### config.mk
export PLATFORM = sky130hd
export DESIGN_NAME = traffic_phase_scheduler_flat
export DESIGN_NICKNAME = d
export VERILOG_FILES = /design/src/rtl/traffic_phase_scheduler_if.sv /design/src/rtl/traffic_phase_scheduler.sv /design/src/flat_wrapper.sv
export SDC_FILE = /design/constraint.sdc
export NUM_CORES = 1
export LEC_CHECK = 0
export ABC_AREA = 1
export CAP_MARGIN = 20
export CORE_MARGIN = 3
export CORE_UTILIZATION = 50
export CTS_CLUSTER_SIZE = 16
export DETAILED_ROUTE_END_ITERATION = 10
export PLACE_DENSITY = 0.82
export SLEW_MARGIN = 20
export SYNTH_ARGS = -nofsm -noshare
export SYNTH_HDL_FRONTEND = slang
export SYNTH_SLANG_ARGS = --single-unit
### constraint.sdc
create_clock -name clk -period 2.9 [get_ports clk]
set_clock_uncertainty 0.2 [all_clocks]
set_input_delay 0.29 -clock clk [delete_from_list [all_inputs] [get_ports clk]]
set_output_delay 0.29 -clock clk [all_outputs]
set_load 0.02 [all_outputs]
### src/rtl/traffic_phase_scheduler_if.sv
// Signal bundle between the intersection sequencer and its controller/display path.
// tick is a one-cycle strobe (no ready/back-pressure); every output is a registered level.
interface traffic_phase_scheduler_if;
  logic       tick;
  logic       ped_req1;
  logic       ped_req2;
  logic       emerg_req;
  logic       emerg_dir;
  logic [2:0] light1;
  logic [2:0] light2;
  logic [7:0] count;
  logic       walk1;
  logic       walk2;
  logic       ped_pend1;
  logic       ped_pend2;
  logic       emerg_act;
  logic [2:0] phase_dbg;

  modport master (
    output tick, ped_req1, ped_req2, emerg_req, emerg_dir,
    input  light1, light2, count, walk1, walk2, ped_pend1, ped_pend2, emerg_act, phase_dbg
  );

  modport slave (
    input  tick, ped_req1, ped_req2, emerg_req, emerg_dir,
    output light1, light2, count, walk1, walk2, ped_pend1, ped_pend2, emerg_act, phase_dbg
  );
endinterface

### src/rtl/traffic_phase_scheduler.sv
// Two-road intersection phase sequencer: G1 Y1 AR1 G2 Y2 AR2, pedestrian green truncation.
// Define EMERG_PREEMPT_EN to enable emergency-vehicle preemption.
module traffic_phase_scheduler #(
  parameter int GREEN1_T = 20,
  parameter int GREEN2_T = 15,
  parameter int YEL_T    = 5,
  parameter int ALLRED_T = 2,
  parameter int MIN_GRN  = 5
) (
  input  logic                      clk,
  input  logic                      rst_n,
  traffic_phase_scheduler_if.slave  bus
);

  localparam logic [2:0] S_G1  = 3'd0;
  localparam logic [2:0] S_Y1  = 3'd1;
  localparam logic [2:0] S_AR1 = 3'd2;
  localparam logic [2:0] S_G2  = 3'd3;
  localparam logic [2:0] S_Y2  = 3'd4;
  localparam logic [2:0] S_AR2 = 3'd5;

  localparam logic [7:0] G1_LEN  = 8'(GREEN1_T);
  localparam logic [7:0] G2_LEN  = 8'(GREEN2_T);
  localparam logic [7:0] YEL_LEN = 8'(YEL_T);
  localparam logic [7:0] AR_LEN  = 8'(ALLRED_T);
  localparam logic [7:0] MIN_LEN = 8'(MIN_GRN);

  localparam logic [2:0] LAMP_R = 3'b100;
  localparam logic [2:0] LAMP_Y = 3'b010;
  localparam logic [2:0] LAMP_G = 3'b001;

  logic [2:0] state_q, state_d;
  logic [7:0] count_q, count_d;
  logic       ped_pend1_q, ped_pend1_d;
  logic       ped_pend2_q, ped_pend2_d;
  logic [2:0] light1_q, light1_d;
  logic [2:0] light2_q, light2_d;
  logic       walk1_q, walk1_d;
  logic       walk2_q, walk2_d;

  function automatic logic [7:0] phase_len(input logic [2:0] s);
    case (s)
      S_G1:       phase_len = G1_LEN;
      S_G2:       phase_len = G2_LEN;
      S_Y1, S_Y2: phase_len = YEL_LEN;
      default:    phase_len = AR_LEN;
    endcase
  endfunction

  function automatic logic [2:0] phase_next(input logic [2:0] s);
    case (s)
      S_G1:    phase_next = S_Y1;
      S_Y1:    phase_next = S_AR1;
      S_AR1:   phase_next = S_G2;
      S_G2:    phase_next = S_Y2;
      S_Y2:    phase_next = S_AR2;
      default: phase_next = S_G1;
    endcase
  endfunction

`ifdef EMERG_PREEMPT_EN
  logic       emerg_act_q, emerg_act_d;
  logic       emerg_dir_q, emerg_dir_d;
  logic       dir_eff;
  logic [2:0] req_g, opp_g, held_g;
`endif

  always_comb begin
    state_d = state_q;
    count_d = count_q;
    if (bus.tick) begin
      if (count_q == 8'd1) begin
        state_d = phase_next(state_q);
        count_d = phase_len(state_d);
      end else begin
        count_d = count_q - 8'd1;
      end
    end
    // A request arriving this cycle truncates immediately, not one cycle later.
    if (state_q == S_G1 && (ped_pend1_q || bus.ped_req1) && count_q > MIN_LEN)
      count_d = MIN_LEN;
    if (state_q == S_G2 && (ped_pend2_q || bus.ped_req2) && count_q > MIN_LEN)
      count_d = MIN_LEN;

`ifdef EMERG_PREEMPT_EN
    // Direction is captured on the first request cycle and held while active.
    dir_eff     = emerg_act_q ? emerg_dir_q : bus.emerg_dir;
    req_g       = dir_eff ? S_G2 : S_G1;
    opp_g       = dir_eff ? S_G1 : S_G2;
    held_g      = emerg_dir_q ? S_G2 : S_G1;
    emerg_act_d = bus.emerg_req;
    emerg_dir_d = (bus.emerg_req && !emerg_act_q) ? bus.emerg_dir : emerg_dir_q;
    if (bus.emerg_req) begin
      if (state_q == opp_g) begin
        state_d = dir_eff ? S_Y1 : S_Y2;
        count_d = YEL_LEN;
      end else if (state_q == req_g) begin
        state_d = state_q;
        count_d = count_q;
      end
    end else if (emerg_act_q && state_q == held_g) begin
      count_d = phase_len(state_q);
    end
`endif

    ped_pend1_d = (ped_pend1_q || bus.ped_req1) && !(state_d == S_G2 && state_q != S_G2);
    ped_pend2_d = (ped_pend2_q || bus.ped_req2) && !(state_d == S_G1 && state_q != S_G1);

    light1_d = LAMP_R;
    light2_d = LAMP_R;
    case (state_d)
      S_G1:    light1_d = LAMP_G;
      S_Y1:    light1_d = LAMP_Y;
      S_G2:    light2_d = LAMP_G;
      S_Y2:    light2_d = LAMP_Y;
      default: ;
    endcase
    walk1_d = (state_d == S_G2);
    walk2_d = (state_d == S_G1);
  end

  always_ff @(posedge clk) begin
    if (!rst_n) begin
      state_q     <= S_AR2;
      count_q     <= AR_LEN;
      ped_pend1_q <= 1'b0;
      ped_pend2_q <= 1'b0;
      light1_q    <= LAMP_R;
      light2_q    <= LAMP_R;
      walk1_q     <= 1'b0;
      walk2_q     <= 1'b0;
    end else begin
      state_q     <= state_d;
      count_q     <= count_d;
      ped_pend1_q <= ped_pend1_d;
      ped_pend2_q <= ped_pend2_d;
      light1_q    <= light1_d;
      light2_q    <= light2_d;
      walk1_q     <= walk1_d;
      walk2_q     <= walk2_d;
    end
  end

`ifdef EMERG_PREEMPT_EN
  always_ff @(posedge clk) begin
    if (!rst_n) begin
      emerg_act_q <= 1'b0;
      emerg_dir_q <= 1'b0;
    end else begin
      emerg_act_q <= emerg_act_d;
      emerg_dir_q <= emerg_dir_d;
    end
  end
  assign bus.emerg_act = emerg_act_q;
`else
  logic unused_emerg;
  assign unused_emerg  = bus.emerg_req ^ bus.emerg_dir;
  assign bus.emerg_act = 1'b0;
`endif

  assign bus.light1    = light1_q;
  assign bus.light2    = light2_q;
  assign bus.count     = count_q;
  assign bus.walk1     = walk1_q;
  assign bus.walk2     = walk2_q;
  assign bus.ped_pend1 = ped_pend1_q;
  assign bus.ped_pend2 = ped_pend2_q;
  assign bus.phase_dbg = state_q;

endmodule

### src/flat_wrapper.sv
// flat-port wrapper written by rule: the top's interface ports become plain ports
module traffic_phase_scheduler_flat 
#(
  parameter int GREEN1_T = 20,
  parameter int GREEN2_T = 15,
  parameter int YEL_T    = 5,
  parameter int ALLRED_T = 2,
  parameter int MIN_GRN  = 5
)
  (clk, rst_n, bus_tick, bus_ped_req1, bus_ped_req2, bus_emerg_req, bus_emerg_dir, bus_light1, bus_light2, bus_count, bus_walk1, bus_walk2, bus_ped_pend1, bus_ped_pend2, bus_emerg_act, bus_phase_dbg);
  traffic_phase_scheduler_if bus_i ();
  input  logic clk;
  input  logic rst_n;
  input wire logic [$bits(bus_i.tick)-1:0] bus_tick;
  input wire logic [$bits(bus_i.ped_req1)-1:0] bus_ped_req1;
  input wire logic [$bits(bus_i.ped_req2)-1:0] bus_ped_req2;
  input wire logic [$bits(bus_i.emerg_req)-1:0] bus_emerg_req;
  input wire logic [$bits(bus_i.emerg_dir)-1:0] bus_emerg_dir;
  output wire logic [$bits(bus_i.light1)-1:0] bus_light1;
  output wire logic [$bits(bus_i.light2)-1:0] bus_light2;
  output wire logic [$bits(bus_i.count)-1:0] bus_count;
  output wire logic [$bits(bus_i.walk1)-1:0] bus_walk1;
  output wire logic [$bits(bus_i.walk2)-1:0] bus_walk2;
  output wire logic [$bits(bus_i.ped_pend1)-1:0] bus_ped_pend1;
  output wire logic [$bits(bus_i.ped_pend2)-1:0] bus_ped_pend2;
  output wire logic [$bits(bus_i.emerg_act)-1:0] bus_emerg_act;
  output wire logic [$bits(bus_i.phase_dbg)-1:0] bus_phase_dbg;
  assign bus_i.tick = bus_tick;
  assign bus_i.ped_req1 = bus_ped_req1;
  assign bus_i.ped_req2 = bus_ped_req2;
  assign bus_i.emerg_req = bus_emerg_req;
  assign bus_i.emerg_dir = bus_emerg_dir;
  assign bus_light1 = bus_i.light1;
  assign bus_light2 = bus_i.light2;
  assign bus_count = bus_i.count;
  assign bus_walk1 = bus_i.walk1;
  assign bus_walk2 = bus_i.walk2;
  assign bus_ped_pend1 = bus_i.ped_pend1;
  assign bus_ped_pend2 = bus_i.ped_pend2;
  assign bus_emerg_act = bus_i.emerg_act;
  assign bus_phase_dbg = bus_i.phase_dbg;
  traffic_phase_scheduler #(.GREEN1_T(GREEN1_T), .GREEN2_T(GREEN2_T), .YEL_T(YEL_T), .ALLRED_T(ALLRED_T), .MIN_GRN(MIN_GRN)) u_core (.clk(clk), .rst_n(rst_n), .bus(bus_i));
endmodule
; ---- Word level (Yosys, flattened, before mapping)
; Cells that the tools add are included.
; Widths: inputs -> output; s select.
[classes]
addsub = 1
mul = 0
n_div = 0
magnitude_cmp = 1
eq_ne = 12
shift = 0
n_mux = 12
bitwise_logic = 1
reduce_logical = 19
[ops]
columns = cell, n
row1 = $mux 3, 7
row2 = $pmux 3 s5, 1
row3 = $pmux 5 s3, 1
row4 = $eq 3x2->1 const B, 4
row5 = $pmux 3 s2, 2
row6 = $eq 3x1->1 const B, 3
row7 = $eq 3x3->1 const B, 3
row8 = $logic_not 3->1, 3
row9 = $eq 8x1->1 const B, 1
row10 = $gt 8x3->1 const B, 1
row11 = $logic_and 1x1->1, 8
row12 = $mux 8, 1
row13 = $sub 8x1->8 const B, 1
row14 = $reduce_bool 3->1, 2
row15 = $ne 3x2->1 const B, 1
row16 = $reduce_or 3->1, 1
row17 = $logic_not 1->1, 2
row18 = $logic_or 1x1->1, 2
row19 = $reduce_or 2->1, 1
row20 = $not 1->1, 1
[totals]
ff_bits = 21
latchBits = 0
ramBits = 0
rom_bits = 0
inputBits = 7
output_inout_bits = 22
n_memories = 0

; ---- Depth between registers and ports, before layout
; Gate-level depths: netlist of run 1.
[depth]
word_depth = 11
depth_mapped = 10
mapped_depth_nobuf = 10

; ---- Worst setup path before layout of run 1
; OpenSTA, ideal clock, no wires.
[synth_path]
path_type = register -> register
startpoint = register u_core.count_q[0] (netlist: u_core.bus.count[0])
endpoint = register u_core.light2_q[2] (netlist: u_core.bus.light2[2])
setup_time_ns = 0.119
arrival_time_ns = 1.365
required_ns = 2.581
slack_ns = 1.215
path_stages_with_launch = 9
n_path_buf = 0
path_cell_list = dfxtp_1 ha_1 nand3_1 nor2_4 nand3b_1 nand2_1 nand2_1 nand2_1 nand3_1
[synth_via]
elab_chain_cells = 5
word_cells_on_any_way = 6
[synth_lines]
columns = element, line_no
row1 = "start, declared", traffic_phase_scheduler.sv:33  ; logic [7:0] count_q, count_d;
row2 = "start signal, assigned", traffic_phase_scheduler.sv:134  ; count_q <= count_d;
row3 = $eq 8x1->1 *, traffic_phase_scheduler.sv:72  ; if (count_q == 8'd1) begin
row4 = $mux 3 *, traffic_phase_scheduler.sv:72
row5 = $mux 3 *, traffic_phase_scheduler.sv:71  ; if (bus.tick) begin
row6 = $eq 3x3->1 / $eq 3x2->1 (equally long branches), traffic_phase_scheduler.sv:111  ; case (state_d)
row7 = $pmux 3 s2 *, traffic_phase_scheduler.sv:111
row8 = "end signal, assigned", traffic_phase_scheduler.sv:138  ; light2_q <= light2_d;
row9 = "end, declared", traffic_phase_scheduler.sv:37  ; logic [2:0] light2_q, light2_d;
; Every way passes the cells marked *; elsewhere a longest branch is shown, timed or not.
; A chain may end at the register's enable or synchronous reset.

; ---- Final worst setup path of run 1
[layout_path]
startpoint = register u_core.state_q[1] (netlist: u_core.bus.phase_dbg[1])
endpoint = output bus_phase_dbg[1]
[layout_rtl]
columns = element, line_no
row1 = "start, declared", traffic_phase_scheduler.sv:32  ; logic [2:0] state_q, state_d;
row2 = "start signal, assigned", traffic_phase_scheduler.sv:133  ; state_q <= state_d;
row3 = "end, declared", flat_wrapper.sv:27  ; output wire logic [$bits(bus_i.phase_dbg)-1:0] bus_phase_dbg;
; No word-level cell between the ends.

==> results of run 1 <==
==> synthesized netlist by cell type, drive strengths merged <==
cell,count
buf,2
nand3b,3
nor3,1
ha,2
inv,24
conb,1
dfxtp,21
a21oi,6
o211ai,2
nand4,1
nor2,27
o21ai,4
xor2,3
nand2,42
nand3,17
clkinv,1
==> worst reg2reg max path: stages (launching register included) <==
cell      delay, ns
dfxtp_1        0.34
inv_1          0.09
ha_1           0.20
nand3_1        0.14
nor2_4         0.26
nand3b_1       0.11
nand2_1        0.14
nand2_1        0.11
nand2_1        0.08
nand3_1        0.06
==> cells in the final DEF (no fill, tap or decap), drive strengths merged <==
cell type	synthesis	routed
o21ai	4	4
clkdlybuf4s50	0	25
nand3b	3	3
clkinv	1	2
conb	1	1
clkbuf	0	3
nand2	42	42
nand3	17	17
a21oi	6	6
inv	24	24
nor2	27	27
nor3	1	1
o211ai	2	2
xor2	3	3
ha	2	2
dfxtp	21	21
nand4	1	1
==> area by class of cell <==
cell class	instances	area [sq um]	share of cell area
multi-input combinational	109	554	0.401
tap	27	33.8	0.0245
sequential	21	420	0.304
clock buffer	3	22.5	0.0163
clock inverter	1	5.00	0.00362
inverter	25	95.1	0.0688
timing repair buffer	25	250	0.181
==> path summary, 6_finish.rpt <==
check                          startpoint                   end  cells after the start  slack, ns
setup / recovery  u_core.bus.phase_dbg[1]      bus_phase_dbg[1]                      1       0.97
hold reg to reg       u_core.bus.count[1]   u_core.bus.count[1]                      2       0.32
hold / removal        u_core.bus.count[1]   u_core.bus.count[1]                      2       0.32
setup reg to reg      u_core.bus.count[1]  u_core.bus.light2[2]                      9       1.06
==> cells by family after synthesis <==
logic type,after synthesis,share of synthesized area
AO/OA/AOI/OAI,12,0.0705
XOR/XNOR,3,0.0243
adder cells (fa/ha/maj),2,0.0231
buffers and inverters,27,0.0994
flip-flops,21,0.388
other,1,0.00346
AND/OR/NAND/NOR,91,0.391
==> sequential cells by signal, indices dropped and copies added, names as in the netlist <==
register,count
u_core.bus.ped_pend1,1
u_core.bus.walk1,1
u_core.bus.light1,3
u_core.bus.ped_pend2,1
u_core.bus.phase_dbg,3
u_core.bus.count,8
u_core.bus.walk2,1
u_core.bus.light2,3
==> per-layer routing <==
metal	vias up	track usage	wire, um	part of all wire
met4	0	0.0766	43	0.018
li1	537	-	-	-
met3	5	0.0228	148	0.061
met2	35	0.360	1220	0.50
met5	-	0	0	0
met1	475	0.240	1000	0.42
==> report_power, final <==
group | internal [uW] | leakage (uW) | total [uW] | switching, uW
Sequential | 303 | 0.000171 | 317 | 14.0
Combinational | 62.7 | 0.000429 | 154 | 91.6
Clock | 51.6 | 0.0000177 | 139 | 87.3
==> per-stage QoR <==
| step | hold WS, ns | std cells |
|---|---|---|
| global placement | 0.305 | 207 |
| floorplan | 0.174 | 157 |
| detailed placement | 0.308 | 207 |
| CTS | 0.327 | 211 |
| global route | 0.370 | 211 |
| finish | 0.323 | 211 |
==> flow_metrics.env, run 1 <==
export IMPL_status="finished clean"
export IMPL_post_cts_buffers=0
export IMPL_crit_buf_inv=1
export IMPL_crit_chain="clkdlybuf4s50_1"
export IMPL_fin_ws_ns=0.969
export IMPL_antenna_found_initial=0
export IMPL_core_area_sq_mm=0.00200
export IMPL_worstPathMaxFanout=7
export IMPL_cts_max_level=1
export IMPL_power_uw=611
export IMPL_port_buffers=25
export IMPL_worstSetupPathType="flop to output port"
export IMPL_cts_buffers=3
export IMPL_gp_congestion=0.838
export IMPL_grt_pass1_wl_um=4160
export IMPL_synth_top_cell_area_share=0.388
export IMPL_place_ws_ns=0.821
export IMPL_place_area_sq_mm=0.00135
export IMPL_hp_class="flop to flop"
export IMPL_tns_ns=0
export IMPL_nNetsFinal=194
export IMPL_grt_pass1_vias=1003
export IMPL_cts_resized=0
export IMPL_synth_top_cell_by_area="dfxtp_1"
export IMPL_ys_ff_latch=21
export IMPL_ys_warnings_count=0
export IMPL_synthTopCellsByArea="dfxtp_1 39%, nand2_1 14%, nor2_1 8.3%"
export IMPL_crit_required_ns=2.41
export IMPL_clk_latency_ns=0.31
export IMPL_yosysSeqAreaShare=0.388
export IMPL_diodes=0
export IMPL_worst_setup_path_end_kind="output port"
export IMPL_yosysUniqueCellTypes=24
export IMPL_grt_max_degree=15
export IMPL_postSynthAreaPerCell_sq_um=6.89
export IMPL_setup_viol=0
export IMPL_grt_overflow_total=0
export IMPL_num_rows=16
export IMPL_post_dp_hpwl_um=1860
export IMPL_p_per_area_mw_per_mm2=442
export IMPL_tritoncts="done"
export IMPL_crit_path_start_kind="flop"
export IMPL_drtIter0Drc=20
export IMPL_rsz0062_at_grt="false"
export IMPL_ant_nets=0
export IMPL_cp_slowest_cell="clkdlybuf4s50_1"
export IMPL_cts_sinks=21
export IMPL_wirelength_um=2410
export IMPL_drt_wirelength_per_cell_um=11.4
export IMPL_arrival_ns=1.44
export IMPL_synth_nets=166
export IMPL_final_util=0.690
export IMPL_hold_violations=0
export IMPL_slew_viol_final=0
export IMPL_clkTransAtPathRegs_ns=0.11
export IMPL_cp_top_family="buffers and inverters"
export IMPL_via_per_inst=4.99
export IMPL_fin_area_sq_mm=0.00138
export IMPL_worst_path_largest_cell_delay_ns=0.66
export IMPL_die_area_sq_mm=0.00276
export IMPL_peakVddDrop_uv=379
export IMPL_cts_buffer_depth=2
export IMPL_syn_to_final_growth_pct=27.6
export IMPL_vias=1052
export IMPL_worst_pin_slew_ns=0.557
export IMPL_die_h_um=52.5
export IMPL_root_buffer="clkbuf_4"
export IMPL_final_layout_size_suffix_gt1_frac=0.0870
export IMPL_synth_area_sq_mm=0.00108
export IMPL_period_share=0.666
export IMPL_start_util=0.541
export IMPL_max_cap_violations=0
export IMPL_cts_hold_fix_buffers=0
export IMPL_ios=29
export IMPL_final_min_clock_period_ns=1.93
export IMPL_p_leak_uw=0.000619
export IMPL_die_x_um=52.5
export IMPL_drt_pre_antenna_iters=4
export IMPL_syn_inst=157
export IMPL_drc=0
export IMPL_grt_use_total=0.200
export IMPL_n_fill_cell=177
export IMPL_clock_fmax_mhz=518
export IMPL_slew_headroom=0.627
No activity file was read; power rests on OpenSTA's default activity.
==> run 2, diff against run 1 <==
CORE_UTILIZATION = 42   (was 50)
PLACE_DENSITY = 0.74   (was 0.82)
clock period = 1.56 ns   (was 2.9 ns; I/O delays follow)
==> run 2 against run 1 <==
The run now ends with negative setup slack left. Clock-buffer cell count did not move. Final cell count rose by 12%. Total power rose by 100%. Sequential cell count did not move. Global-route usage fell by 0.42 points. Critical path depth rose by 8. Sequential power rose by 86%. Hold slack improved by 0.0090 ns. Setup slack got worse by 1.0 ns. Clock power rose by 86%. Sequential share of layout area fell by 4.5 points. Critical path type is now flop to flop. Critical endpoint is now u_core.bus.light2[2]. Largest cell class unchanged.
==> flow_metrics.env, run 2 (synthesized netlist as in run 1, its figures left out) <==
export IMPL_cp_slowest_cell="dfxtp_2"
export IMPL_final_min_clock_period_ns=1.64
export IMPL_drtIter0Drc=38
export IMPL_via_per_inst=4.91
export IMPL_status="finished, violations left"
export IMPL_final_layout_size_suffix_gt1_frac=0.341
export IMPL_worst_path_largest_cell_delay_ns=0.35
export IMPL_diodes=0
export IMPL_syn_to_final_growth_pct=53.2
export IMPL_cts_buffer_depth=2
export IMPL_final_util=0.715
export IMPL_num_rows=17
export IMPL_tns_ns=-0.222
export IMPL_pwr_share_comb=0.304
export IMPL_drt_wirelength_per_cell_um=12.6
export IMPL_clock_fmax_mhz=611
export IMPL_grt_pass1_wl_um=5000
export IMPL_p_int_uw=818
export IMPL_peakVddDrop_uv=663
export IMPL_tritoncts="done"
export IMPL_cts_buffers=3
export IMPL_pwr_share_seq=0.485
export IMPL_pwr_share_clk=0.211
export IMPL_clk_latency_ns=0.30
export IMPL_slew_viol_final=0
export IMPL_p_sw_frac=0.329
export IMPL_nNetsFinal=218
export IMPL_core_area_sq_mm=0.00232
export IMPL_grt_pass1_vias=1152
export IMPL_max_cap_violations=0
export IMPL_worstSetupPathType="flop to flop"
export IMPL_place_inst=228
export IMPL_die_x_um=56.8
export IMPL_worst_setup_path_end_kind="flop"
export IMPL_period_share=1.05
export IMPL_hold_path_depth=2
export IMPL_crit_chain="inv_4 -> ha_4 -> nand3_4 -> nor2_4 -> nand3_1 -> nand2_2 -> nand2_2 -> nand2_1 -> nand3_1"
export IMPL_ios=29
export IMPL_cts_max_level=1
export IMPL_hold_violations=0
export IMPL_post_dp_hpwl_um=2200
export IMPL_start_util=0.467
export IMPL_power_uw=1220
export IMPL_final_cell_count_no_fill=236
export IMPL_ant_nets=0
export IMPL_rsz0062_at_grt="true"
export IMPL_vias=1159
export IMPL_largest_reg_flops=8
export IMPL_mostFrequentLayoutCell="nand2_1"
export IMPL_p_leak_uw=0.000799
export IMPL_grt_overflow_total=0
export IMPL_clkTransAtPathRegs_ns=0.11
export IMPL_crit_path_start_kind="flop"
export IMPL_p_per_area_mw_per_mm2=735
export IMPL_setup_viol=9
export IMPL_cts_sinks=21
export IMPL_drt_pre_antenna_iters=6
export IMPL_violations="negative setup slack"
export IMPL_root_buffer="clkbuf_4"
export IMPL_worstPathMaxFanout=7
export IMPL_fin_ws_ns=-0.0758
export IMPL_die_h_um=56.8
export IMPL_port_buffers=25
export IMPL_switchingPower_uw=401
export IMPL_crit_required_ns=1.57
export IMPL_arrival_ns=1.64
export IMPL_reg2reg_depth=9
export IMPL_gp_congestion=0.836
export IMPL_grt_use_total=0.196
export IMPL_wirelength_um=2970
export IMPL_cts_hold_fix_buffers=0
export IMPL_grt_max_degree=13
export IMPL_hp_class="flop to flop"
export IMPL_antenna_found_initial=0
export IMPL_die_area_sq_mm=0.00322
export IMPL_drc=0
export IMPL_most_common_layout_cells="32 x nand2_1, 22 x buf_4, 21 x dlygate4sd2_1"
export IMPL_place_ws_ns=-0.202
## run 2: changes by cell type in the layout (fill, tap and decap cells not counted), sizes merged
cell	before	now
buf	0	24
dlygate4sd2	0	21
clkdlybuf4s50	25	4
## run 2: power groups by stage
stage / registers [uW] / clock network [uW] / logic [uW]
floorplan: 635 / 0 / 158
global placement: 598 / 0 / 326
detailed placement: 600 / 0 / 334
CTS: 589 / 272 / 345
global route: 595 / 297 / 407
finish: 591 / 258 / 371
## run 2: worst paths after layout
check	start	to	slack, ns
hold / removal	u_core.bus.count[3]	u_core.bus.count[3]	0.33
setup / recovery	u_core.bus.count[1]	u_core.bus.light2[2]	-0.08
hold reg to reg	u_core.bus.count[3]	u_core.bus.count[3]	0.33
setup reg to reg	u_core.bus.count[1]	u_core.bus.light2[2]	-0.08
## run 2: metal layers
metal,global-route usage,vias up,share of wire
met3,0.0529,6,0.059
met5,0,-,0
met1,0.237,519,0.42
li1,-,590,-
met2,0.343,44,0.51
met4,0.0464,0,0.011
## run 2: layout make-up
type / count / area, sq um
fillers: 184 / 661
well taps: 28 / 35.0
clock inverters: 1 / 5.00
flip-flops and latches: 21 / 430
clock buffers: 3 / 22.5
repair buffers: 49 / 412
multi-input cells: 109 / 656
inverters: 25 / 97.6
## run 2: worst max-delay path: cells and delay by family, from the launching register on
kind	cells	cell delay [ns]
DFF	1	0.35
buffers and inverters	1	0.08
and+or+nand+nor	7	0.73
adders and majority gates	1	0.16
## run 2: metrics by stage
step | hold slack [ns] | instance area, sq um
floorplan | 0.0403 | 1090
global placement | 0.320 | 1520
detailed placement | 0.341 | 1520
CTS | 0.332 | 1610
global route | 0.327 | 1660
finish | 0.332 | 1660
## run 2: timing repair
item,CTS,global route
buffers inserted,3,1
endpoints found under the hold margin,0,0
setup endpoints to repair,39,21
resized for setup,43,14
pin swaps,5,10
